[src/rtl/ibex_fetch_pkg.sv]
// Shared types and helpers for the instruction fetch queue.
// Entry bundle, compressed-instruction test and depth limit.
package ibex_fetch_pkg;

    localparam int unsigned MAX_FETCH_DEPTH = 8;
    localparam int unsigned FETCH_ADDR_W    = 32;

    typedef struct packed {
        logic [FETCH_ADDR_W-1:0] addr;
        logic [31:0]             rdata;
        logic                    err;
    } fetch_entry_t;

    function automatic logic is_compressed(logic [1:0] lo);
        return lo != 2'b11;
    endfunction

endpackage

[src/rtl/ibex_fetch_align.sv]
// Combinational realigner: builds one instruction from head/next words.
// In: head/next data+err+valid, PC[1]. Out: rdata, valid, err, incr4, pop.
module ibex_fetch_align
    import ibex_fetch_pkg::*;
(
    input  logic        unaligned_i,
    input  logic [31:0] head_rdata_i,
    input  logic        head_err_i,
    input  logic        head_valid_i,
    input  logic [31:0] next_rdata_i,
    input  logic        next_err_i,
    input  logic        next_valid_i,
    output logic [31:0] rdata_o,
    output logic        valid_o,
    output logic        err_o,
    output logic        incr4_o,
    output logic        pop_o
);

    logic c_lo;
    logic c_hi;

    assign c_lo = is_compressed(head_rdata_i[1:0]);
    assign c_hi = is_compressed(head_rdata_i[17:16]);

    always_comb begin
        rdata_o = head_rdata_i;
        valid_o = head_valid_i;
        err_o   = head_err_i;
        incr4_o = 1'b1;
        pop_o   = 1'b1;
        unique case (1'b1)
            !unaligned_i && c_lo: begin
                // upper half still holds the next instruction
                incr4_o = 1'b0;
                pop_o   = 1'b0;
            end
            !unaligned_i && !c_lo: begin
            end
            unaligned_i && c_hi: begin
                rdata_o = {16'h0000, head_rdata_i[31:16]};
                incr4_o = 1'b0;
            end
            unaligned_i && !c_hi: begin
                rdata_o = {next_rdata_i[15:0], head_rdata_i[31:16]};
                // a faulting first half is reported without its partner
                valid_o = head_valid_i & (next_valid_i | head_err_i);
                err_o   = head_err_i | (next_valid_i & next_err_i);
            end
            default: begin
            end
        endcase
    end

endmodule

[src/rtl/ibex_fetch_queue.sv]
// Fetch queue between memory responses and the IF instruction register.
// In: clk/rst, clear, in_* word stream, out_ready. Out: instr, occupancy.
module ibex_fetch_queue
    import ibex_fetch_pkg::*;
#(
    parameter int unsigned DEPTH    = 3,
    parameter bit          ALIGN_EN = 1'b1,
    parameter int unsigned ADDR_W   = 32
) (
    input  logic                       clk_i,
    input  logic                       rst_ni,
    input  logic                       clear_i,
    input  logic [ADDR_W-1:0]          in_addr_i,
    input  logic [31:0]                in_rdata_i,
    input  logic                       in_err_i,
    input  logic                       in_valid_i,
    output logic                       in_ready_o,
    output logic                       out_valid_o,
    input  logic                       out_ready_i,
    output logic [31:0]                out_rdata_o,
    output logic [ADDR_W-1:0]          out_addr_o,
    output logic                       out_err_o,
    output logic                       out_valid_stored_o,
    output logic [$clog2(DEPTH+1)-1:0] occupancy_o
);

    localparam int unsigned OCC_W = $clog2(DEPTH + 1);

    if (DEPTH < 3 || DEPTH > MAX_FETCH_DEPTH) begin : gen_bad_depth
        $error("ibex_fetch_queue: DEPTH must be 3..8");
    end
    if (ADDR_W < 2 || ADDR_W > FETCH_ADDR_W) begin : gen_bad_addr_w
        $error("ibex_fetch_queue: ADDR_W must be 2..32");
    end

    fetch_entry_t      entries_q [DEPTH];
    fetch_entry_t      entries_d [DEPTH];
    logic [DEPTH-1:0]  valid_q;
    logic [DEPTH-1:0]  valid_d;
    // head PC is implied once the first word after clear is seen
    logic              addr_known_q;
    logic              addr_known_d;

    logic [ADDR_W-1:0] head_addr;
    logic [ADDR_W-1:0] addr_inc;
    logic [31:0]       head_rdata;
    logic              head_err;
    logic              head_vld;
    logic [31:0]       next_rdata;
    logic              next_err;
    logic              next_vld;
    logic              incr4;
    logic              pop;
    logic              accept;
    logic              push_done;

    assign head_addr  = (ALIGN_EN ? addr_known_q : valid_q[0]) ?
                        ADDR_W'(entries_q[0].addr) : in_addr_i;
    assign head_rdata = valid_q[0] ? entries_q[0].rdata : in_rdata_i;
    assign head_err   = valid_q[0] ? entries_q[0].err : in_err_i;
    assign head_vld   = valid_q[0] | in_valid_i;
    assign next_rdata = valid_q[1] ? entries_q[1].rdata : in_rdata_i;
    assign next_err   = valid_q[1] ? entries_q[1].err : in_err_i;
    assign next_vld   = valid_q[1] | (valid_q[0] & in_valid_i);

    if (ALIGN_EN) begin : gen_align
        ibex_fetch_align u_align (
            .unaligned_i  (head_addr[1]),
            .head_rdata_i (head_rdata),
            .head_err_i   (head_err),
            .head_valid_i (head_vld),
            .next_rdata_i (next_rdata),
            .next_err_i   (next_err),
            .next_valid_i (next_vld),
            .rdata_o      (out_rdata_o),
            .valid_o      (out_valid_o),
            .err_o        (out_err_o),
            .incr4_o      (incr4),
            .pop_o        (pop)
        );
        assign out_valid_stored_o = valid_q[0] &
            (~entries_q[0].addr[1] |
             is_compressed(entries_q[0].rdata[17:16]) |
             valid_q[1] | entries_q[0].err);
    end else begin : gen_no_align
        assign out_rdata_o        = head_rdata;
        assign out_valid_o        = head_vld;
        assign out_err_o          = head_err;
        assign incr4              = 1'b1;
        assign pop                = 1'b1;
        assign out_valid_stored_o = valid_q[0];
    end

    assign out_addr_o = head_addr;
    assign in_ready_o = ~valid_q[DEPTH-2];
    assign accept     = out_valid_o & out_ready_i;
    assign addr_inc   = incr4 ? ADDR_W'(4) : ADDR_W'(2);

    always_comb begin
        occupancy_o = '0;
        for (int k = 0; k < DEPTH; k++) begin
            occupancy_o = occupancy_o + OCC_W'(valid_q[k]);
        end
    end

    // push into the post-state first, then pop from the result
    always_comb begin
        entries_d    = entries_q;
        valid_d      = valid_q;
        addr_known_d = addr_known_q | in_valid_i;
        push_done    = 1'b0;
        for (int k = 0; k < DEPTH; k++) begin
            if (in_valid_i && !valid_q[k] && !push_done) begin
                push_done          = 1'b1;
                valid_d[k]         = 1'b1;
                entries_d[k].rdata = in_rdata_i;
                entries_d[k].err   = in_err_i;
                if (!ALIGN_EN || k != 0 || !addr_known_q) begin
                    entries_d[k].addr = FETCH_ADDR_W'(in_addr_i);
                end
            end
        end
        if (accept) begin
            if (pop) begin
                for (int k = 0; k < DEPTH - 1; k++) begin
                    entries_d[k] = entries_d[k+1];
                    valid_d[k]   = valid_d[k+1];
                end
                valid_d[DEPTH-1] = 1'b0;
            end
            if (ALIGN_EN) begin
                entries_d[0].addr = FETCH_ADDR_W'(head_addr + addr_inc);
            end
        end
        if (clear_i) begin
            valid_d      = '0;
            addr_known_d = 1'b0;
        end
    end

    always_ff @(posedge clk_i or negedge rst_ni) begin
        if (!rst_ni) begin
            for (int k = 0; k < DEPTH; k++) begin
                entries_q[k] <= '0;
            end
            valid_q      <= '0;
            addr_known_q <= 1'b0;
        end else begin
            entries_q    <= entries_d;
            valid_q      <= valid_d;
            addr_known_q <= addr_known_d;
        end
    end

    a_no_overflow: assert property (@(posedge clk_i) disable iff (!rst_ni)
        !(in_valid_i && valid_q[DEPTH-1] && !clear_i));

endmodule

[config.mk]
export PLATFORM = sky130hd
export DESIGN_NAME = ibex_fetch_queue
export DESIGN_NICKNAME = d
export VERILOG_FILES = /design/src/rtl/ibex_fetch_pkg.sv /design/src/rtl/ibex_fetch_align.sv /design/src/rtl/ibex_fetch_queue.sv
export SDC_FILE = /design/constraint.sdc
export NUM_CORES = 1
export LEC_CHECK = 0
export CAP_MARGIN = 40
export CORE_UTILIZATION = 32
export CTS_CLUSTER_DIAMETER = 30
export CTS_CLUSTER_SIZE = 12
export DETAILED_ROUTE_END_ITERATION = 16
export PLACE_DENSITY_LB_ADDON = 0.12
export RECOVER_POWER = 50
export SETUP_SLACK_MARGIN = 0.15
export SKIP_CTS_REPAIR_TIMING = 1
export SYNTH_ARGS = -nofsm -noshare
export SYNTH_HDL_FRONTEND = slang
export SYNTH_SLANG_ARGS = --single-unit
[constraint.sdc]
create_clock -name clk_i -period 4.3 [get_ports clk_i]
set_clock_uncertainty 0.15 [all_clocks]
set_input_delay 1.075 -clock clk_i [delete_from_list [all_inputs] [get_ports clk_i]]
set_output_delay 1.075 -clock clk_i [all_outputs]
set_load 0.05 [all_outputs]
-- Word-level counts from Yosys, hierarchy flattened
Index checks and enable logic that the tools add are counted.
- bits of input ports: 70
- ROM bits: 0
- RAM bits: 0
- output and inout bits: 70
- flip-flop bits (word level): 199
- bits in latches: 0
- memories: 0
- logic and storage cells: 71
- $mul: 0
- reductions and logical operators: 16
- shift operators: 0
- $add $sub $neg: 3
- bitwise operators: 15
- mux-type cells: 23
- order comparisons: 0
- equal/unequal tests: 3
- divide/modulo/power cells: 0
- operators with widths (cell ; count):
    $mux W65 ; 3
    $mux W130 ; 1
    $mux W98 ; 1
    $mux W32 ; 2
    $pmux W32 S2 ; 1
    $add A32 B3 Y32 ; 1
    $mux W16 ; 1
    $mux W3 ; 4
    $mux W1 ; 10
    $logic_and A1 B1 Y1 ; 8
    $or A1 B1 Y1 ; 8
    $logic_not A1 Y1 ; 7
    $ne A2 B2 Y1 const B ; 3
    $and A1 B1 Y1 ; 5
    $add A1 B1 Y2 ; 1
    $add A2 B1 Y2 ; 1
    $not A1 Y1 ; 2
    $reduce_or A2 Y1 ; 1

-- Logic depth before layout (Yosys ltp)
- depth after elaboration: 12
- depth in mapped cells: 13
- gate-level depth less buffers: 11

-- Modules after synthesis
From an unflattened synthesis, not the netlist that was laid out.
- cell total of the unflattened synthesis: 841
- area, all modules: 8102.8 µm²
- modules (own cells, without submodules) (module ; sequential area each (µm²) ; times used ; area an instance (µm²) ; cells each):
    ibex_fetch_queue ; 3378.2 ; 1 ; 7594.8 ; 765
    ibex_fetch_align ; 0.0 ; 1 ; 508.0 ; 76

-- Worst setup path before layout
OpenSTA, ideal clock, no wires.
- path type: input port to output port
- start: input port in_addr_i[1]
- end: output port out_rdata_o[1]
- stages on the path: 4
- required time: 3.075 ns
- setup slack: 0.524 ns
- path buffers: 1
- arrival: 2.551 ns
- cell sequence: mux2i_4 buf_1 nor2_1 a21oi_1
- longest elaborated chain between the ends: 3
- elaborated cells on any way between the ends: 4
- classes of those cells: mux (2); reduce/logical (2)
- ends and longest elaborated chain (element ; line ; text):
    start, declared ; ibex_fetch_queue.sv:13 ; input logic [ADDR_W-1:0] in_addr_i,
    $mux W32 * ; ibex_fetch_queue.sv:57 ; assign head_addr = (ALIGN_EN ? addr_known_q : valid_q[0]) ?
    $logic_and A1 B1 Y1 (on tied branches) ; ibex_fetch_align.sv:44, ibex_fetch_align.sv:40 ;
    $pmux W32 S2 * ; ibex_fetch_align.sv:32 ; unique case (1'b1)
    end, declared ; ibex_fetch_queue.sv:20 ; output logic [31:0] out_rdata_o,
Every way passes the cells marked *; elsewhere a longest branch is shown, timed or not.

-- Worst setup path after layout
- start: input port in_addr_i[1]
- end: output port out_rdata_o[6]
Same word-level chain as after synthesis.

==> qor_table.md <==
| Step | Item | Value |
|---|---|---|
| global route | Overall Global Routing Usage | 18.81% |
| timing | Hold slack final | 0.3315 ns |
| clock tree | CTS clock-pin slew for the worst setup and hold paths | 0.06 ns |
| logic synthesis | Fraction of post-synthesis cell area in the top cell type by area | 42.57% |
| placement | Instance area at placement | 9907 µm² |
| global route | Maximum number of pins on one net before global-route repair | 74 |
| timing | Portion of the clock cycle consumed by the worst path in the final layout | 92.77% |
| timing | Worst max-slew margin expressed relative to the limit | -30.09% |
| floorplan | Initial Util | 32.63% |
| clock tree | Root Driver | clkbuf_16 |
| setup path | Kind of end point of the critical path | output pin |
| placement | Global placement routability congestion | 0.7930 |
| timing | RSZ-0062 raised after global routing | false |
| finish | Core Util, Final | 43.01% |
| clock tree | Number of buffers between clock root and the deepest sink | 2 |
| timing | Highest clock rate | 0.2507 GHz |
| logic synthesis | Number of enable-type register cells in the synthesized netlist | 0 |
| power | Worst vdd ir | 228.9 µV |
| logic synthesis | Synth Area per Inst | 9.653 µm² |
| logic synthesis | Share of flip-flops with an asynchronous set or reset | 100.0% |
| finish | Number of antenna repair diodes | 0 |
| routing | Post-detailed-routing wire length | 23340 µm |
| floorplan | Standard cell core area | 24320 µm² |
| setup path | WP data arrival | 2.76 ns |
| job | Max Cap Viol | 1 |
| setup path | Kind of critical path | primary input to output pin |
| logic synthesis | Top cell type by total area after synthesis | dfrtp_1 |
| logic synthesis | Netlist cell types | 71 |
| power | Power per standard cell area | 494.0 nW/µm² |
| finish | Total non-filler cell area in the finished layout | 10460 µm² |
| status | Outcome | finished, violations left |
| global route | First-pass GRT wire length | 37710 µm |
| setup path | Startpoint type of the worst setup path | primary input |
| routing | Antenna Violating Nets Remaining | 0 |
| logic synthesis | Seq/Total Area, Yosys | 42.57% |
| routing | Vias | 6617 |
| setup path | Critical Path Slowest Stage Cell | mux4_2 |
| floorplan | Total die area | 25430 µm² |
| finish | Post-layout nets | 1031 |
| finish | Number of filler cells placed in the layout | 2362 |
| timing | Time the final worst path needs with I/O delays and setup | 3.989 ns |
| clock tree | TritonCTS Buffers | 17 |
| setup path | Required arrival time at the worst endpoint | 3.07 ns |
| timing | Aggregate negative setup slack | 0 ns |
| clock tree | Sink Count | 135 |
| global route | Vias in the first global route | 6670 |
| placement | HPWL after DPL | 16190 µm |
| floorplan | Chip width | 159.5 µm |
| setup path | Delay of the slowest critical-path stage | 0.54 ns |
| finish | Synthesis-to-layout area growth | 31.82% |
| logic synthesis | Number of synthesized register bits | 135 |
| placement | Count of buffers inserted at the top-level ports | 139 |
| routing | Post-detailed-route via-to-cell ratio | 5.114 |
| logic synthesis | Yosys warns | 0 |
| routing | Detailed Route Iter0 Violations | 298 |
| routing | Total iterations of the first detailed-routing run | 4 |
| logic synthesis | Synth area leaders | dfrtp_1, mux2i_1, mux2_2, nor2_1, nand2_1 |
| clock tree | H-tree levels | 4 |
| finish | Share of post-route cells with drive strength above 1 | 18.35% |
| timing | Actual slew at the worst max-slew pin | 1.951 ns |
| logic synthesis | Synthesized area | 7935 µm² |
| logic synthesis | Number of nets produced by synthesis | 895 |
| routing | Average wire length per cell after detail routing | 18.04 µm |
| clock tree | Clock tree from TritonCTS | yes |
| setup path | Cell breakdown of the critical path | clkdlybuf4s50_1 > mux2i_4 > buf_4 > mux4_2 > buf_4 |
| clock tree | Latest clock arrival within the worst-skew pair | 0.42 ns |
| floorplan | Standard-cell row count | 57 |
| status | Failing checks | capacitance limit, slew limit |
| floorplan | Boundary Pins | 140 |
| global route | GRT Residual Overflow | 0 |
| power | Leak pwr | 4.473 nW |
| worst hold path | Class of the most critical hold timing path | flop to flop |
| logic synthesis | Most instantiated flip-flop cell in the synthesis netlist | dfrtp_1 |
| setup path | Highest net fanout along the worst path | 13 |
| logic synthesis | Post-Syn Instances | 822 |
| global route | Antenna violations before repair | 2 |
| setup path | Crit-path leading delay family | buffers and inverters |
| setup path | Most used cell, CP | buf_4 |
| setup path | Critical path buffer and inverter count | 3 |
| power | Pwr Total | 5.167 mW |
| routing | Drc violations | 0 |
| timing | Final Slew Violations | 74 |
| floorplan | Chip Height | 159.5 µm |
| timing | Final setup vio count | 0 |
| timing | Final Hold Violating Endpoints | 0 |
==> power by group <==
group / total [mW] / switching (mW) / internal (mW) / leakage (nW)
clock: 1.43 / 0.598 / 0.830 / 0.265
combinational: 1.89 / 1.12 / 0.777 / 2.55
sequential: 1.85 / 0.221 / 1.62 / 1.66
==> final timing paths <==
check	slack [ns]	cells after the start	endpoint	from
setup / recovery	0.31	5	out_rdata_o[6]	in_addr_i[1]
hold / removal	0.33	2	entries_q[183]$_DFFE_PN0P_	entries_q[183]$_DFFE_PN0P_
setup reg to reg	1.00	12	entries_q[188]$_DFFE_PN0P_	addr_known_q$_DFF_PN0_
hold reg to reg	0.33	2	entries_q[183]$_DFFE_PN0P_	entries_q[183]$_DFFE_PN0P_
max in group asynchronous	0.99	2	entries_q[140]$_DFF_PN0_	rst_ni
min in group asynchronous	1.01	1	addr_known_q$_DFF_PN0_	rst_ni
==> sequential cells by signal, indices dropped and copies added (netlist names) <==
signal	cells
entries_q	131
valid_q	3
addr_known_q	1
==> Yosys cell counts, types with 2 or more instances <==
cell / count
o211ai_1: 5
nand3_1: 21
mux4_2: 6
nor3_1: 11
a21oi_1: 21
clkbuf_1: 25
a41oi_1: 3
nor2b_1: 12
nand3b_1: 9
mux2i_1: 68
buf_2: 15
fa_1: 2
and3_1: 2
buf_6: 7
nand4_1: 8
a31oi_1: 7
nor4_1: 2
o21a_1: 2
o22ai_1: 51
a221oi_1: 2
o21ai_1: 2
and2_1: 4
nand2b_1: 4
mux2_2: 60
o21ai_0: 46
a211o_1: 3
a211oi_1: 9
a221o_1: 6
xnor2_1: 7
buf_1: 9
buf_4: 3
dfrtp_1: 135
inv_1: 25
or3_1: 3
mux2i_4: 2
nand4b_1: 3
nand2_1: 91
a32oi_1: 4
nor2_1: 93
xor2_1: 3
==> cell usage in the layout, fill, tap and decap left out, types with 12 or more instances in the layout <==
master           instances
mux2_2                  47
nand3_1                 20
buf_12                  23
a21oi_1                 21
nor2_1                  93
clkbuf_16               17
dfrtp_1                133
inv_1                   25
mux2i_1                 68
buf_4                   48
o21ai_0                 47
o22ai_1                 51
nand2_1                 91
nor2b_1                 12
mux2_1                  13
clkdlybuf4s50_1         99
==> area by class of cell <==
class                   count  area (µm²)  area share [%]
inverters                  26       97.59          0.9330
clock buffers              19       452.9           4.330
repair buffers            176        1843           17.62
flip-flops and latches    135        3381           32.32
clock inverters            12       120.1           1.148
well taps                 324       405.4           3.876
multi-input cells         602        4160           39.77
==> logic make-up after synthesis <==
logic type	share of synthesized area [%]
AND/OR/NAND/NOR	16.24
AO/OA/AOI/OAI	15.00
multiplexers	19.36
flip-flops	42.57
buffers and inverters	5.061
XOR/XNOR	1.104
adder cells (fa/ha/maj)	0.6622
==> metrics by stage <==
stage / setup WS (ns) / std cells
global route: 0.2524 / 1294
finish: 0.3108 / 1294
floorplan: 0.5241 / 822
global placement: 0.2103 / 1263
CTS: 0.3026 / 1294
detailed placement: 0.1773 / 1263
==> routing by layer <==
metal | global-route usage, % | up-vias | part of all wire [%]
met5 | 0 | - | 0.077
met4 | 5.114 | 2 | 1.2
met3 | 5.027 | 27 | 5.5
met2 | 30.41 | 151 | 47
met1 | 24.72 | 3194 | 46
li1 | - | 3243 | -
==> tightest hold or removal path: stages, from the launching register on <==
cell     delay, ns
dfrtp_1       0.34
nand2_1       0.05
nand3_1       0.05
(Power assumes the default switching activity.)
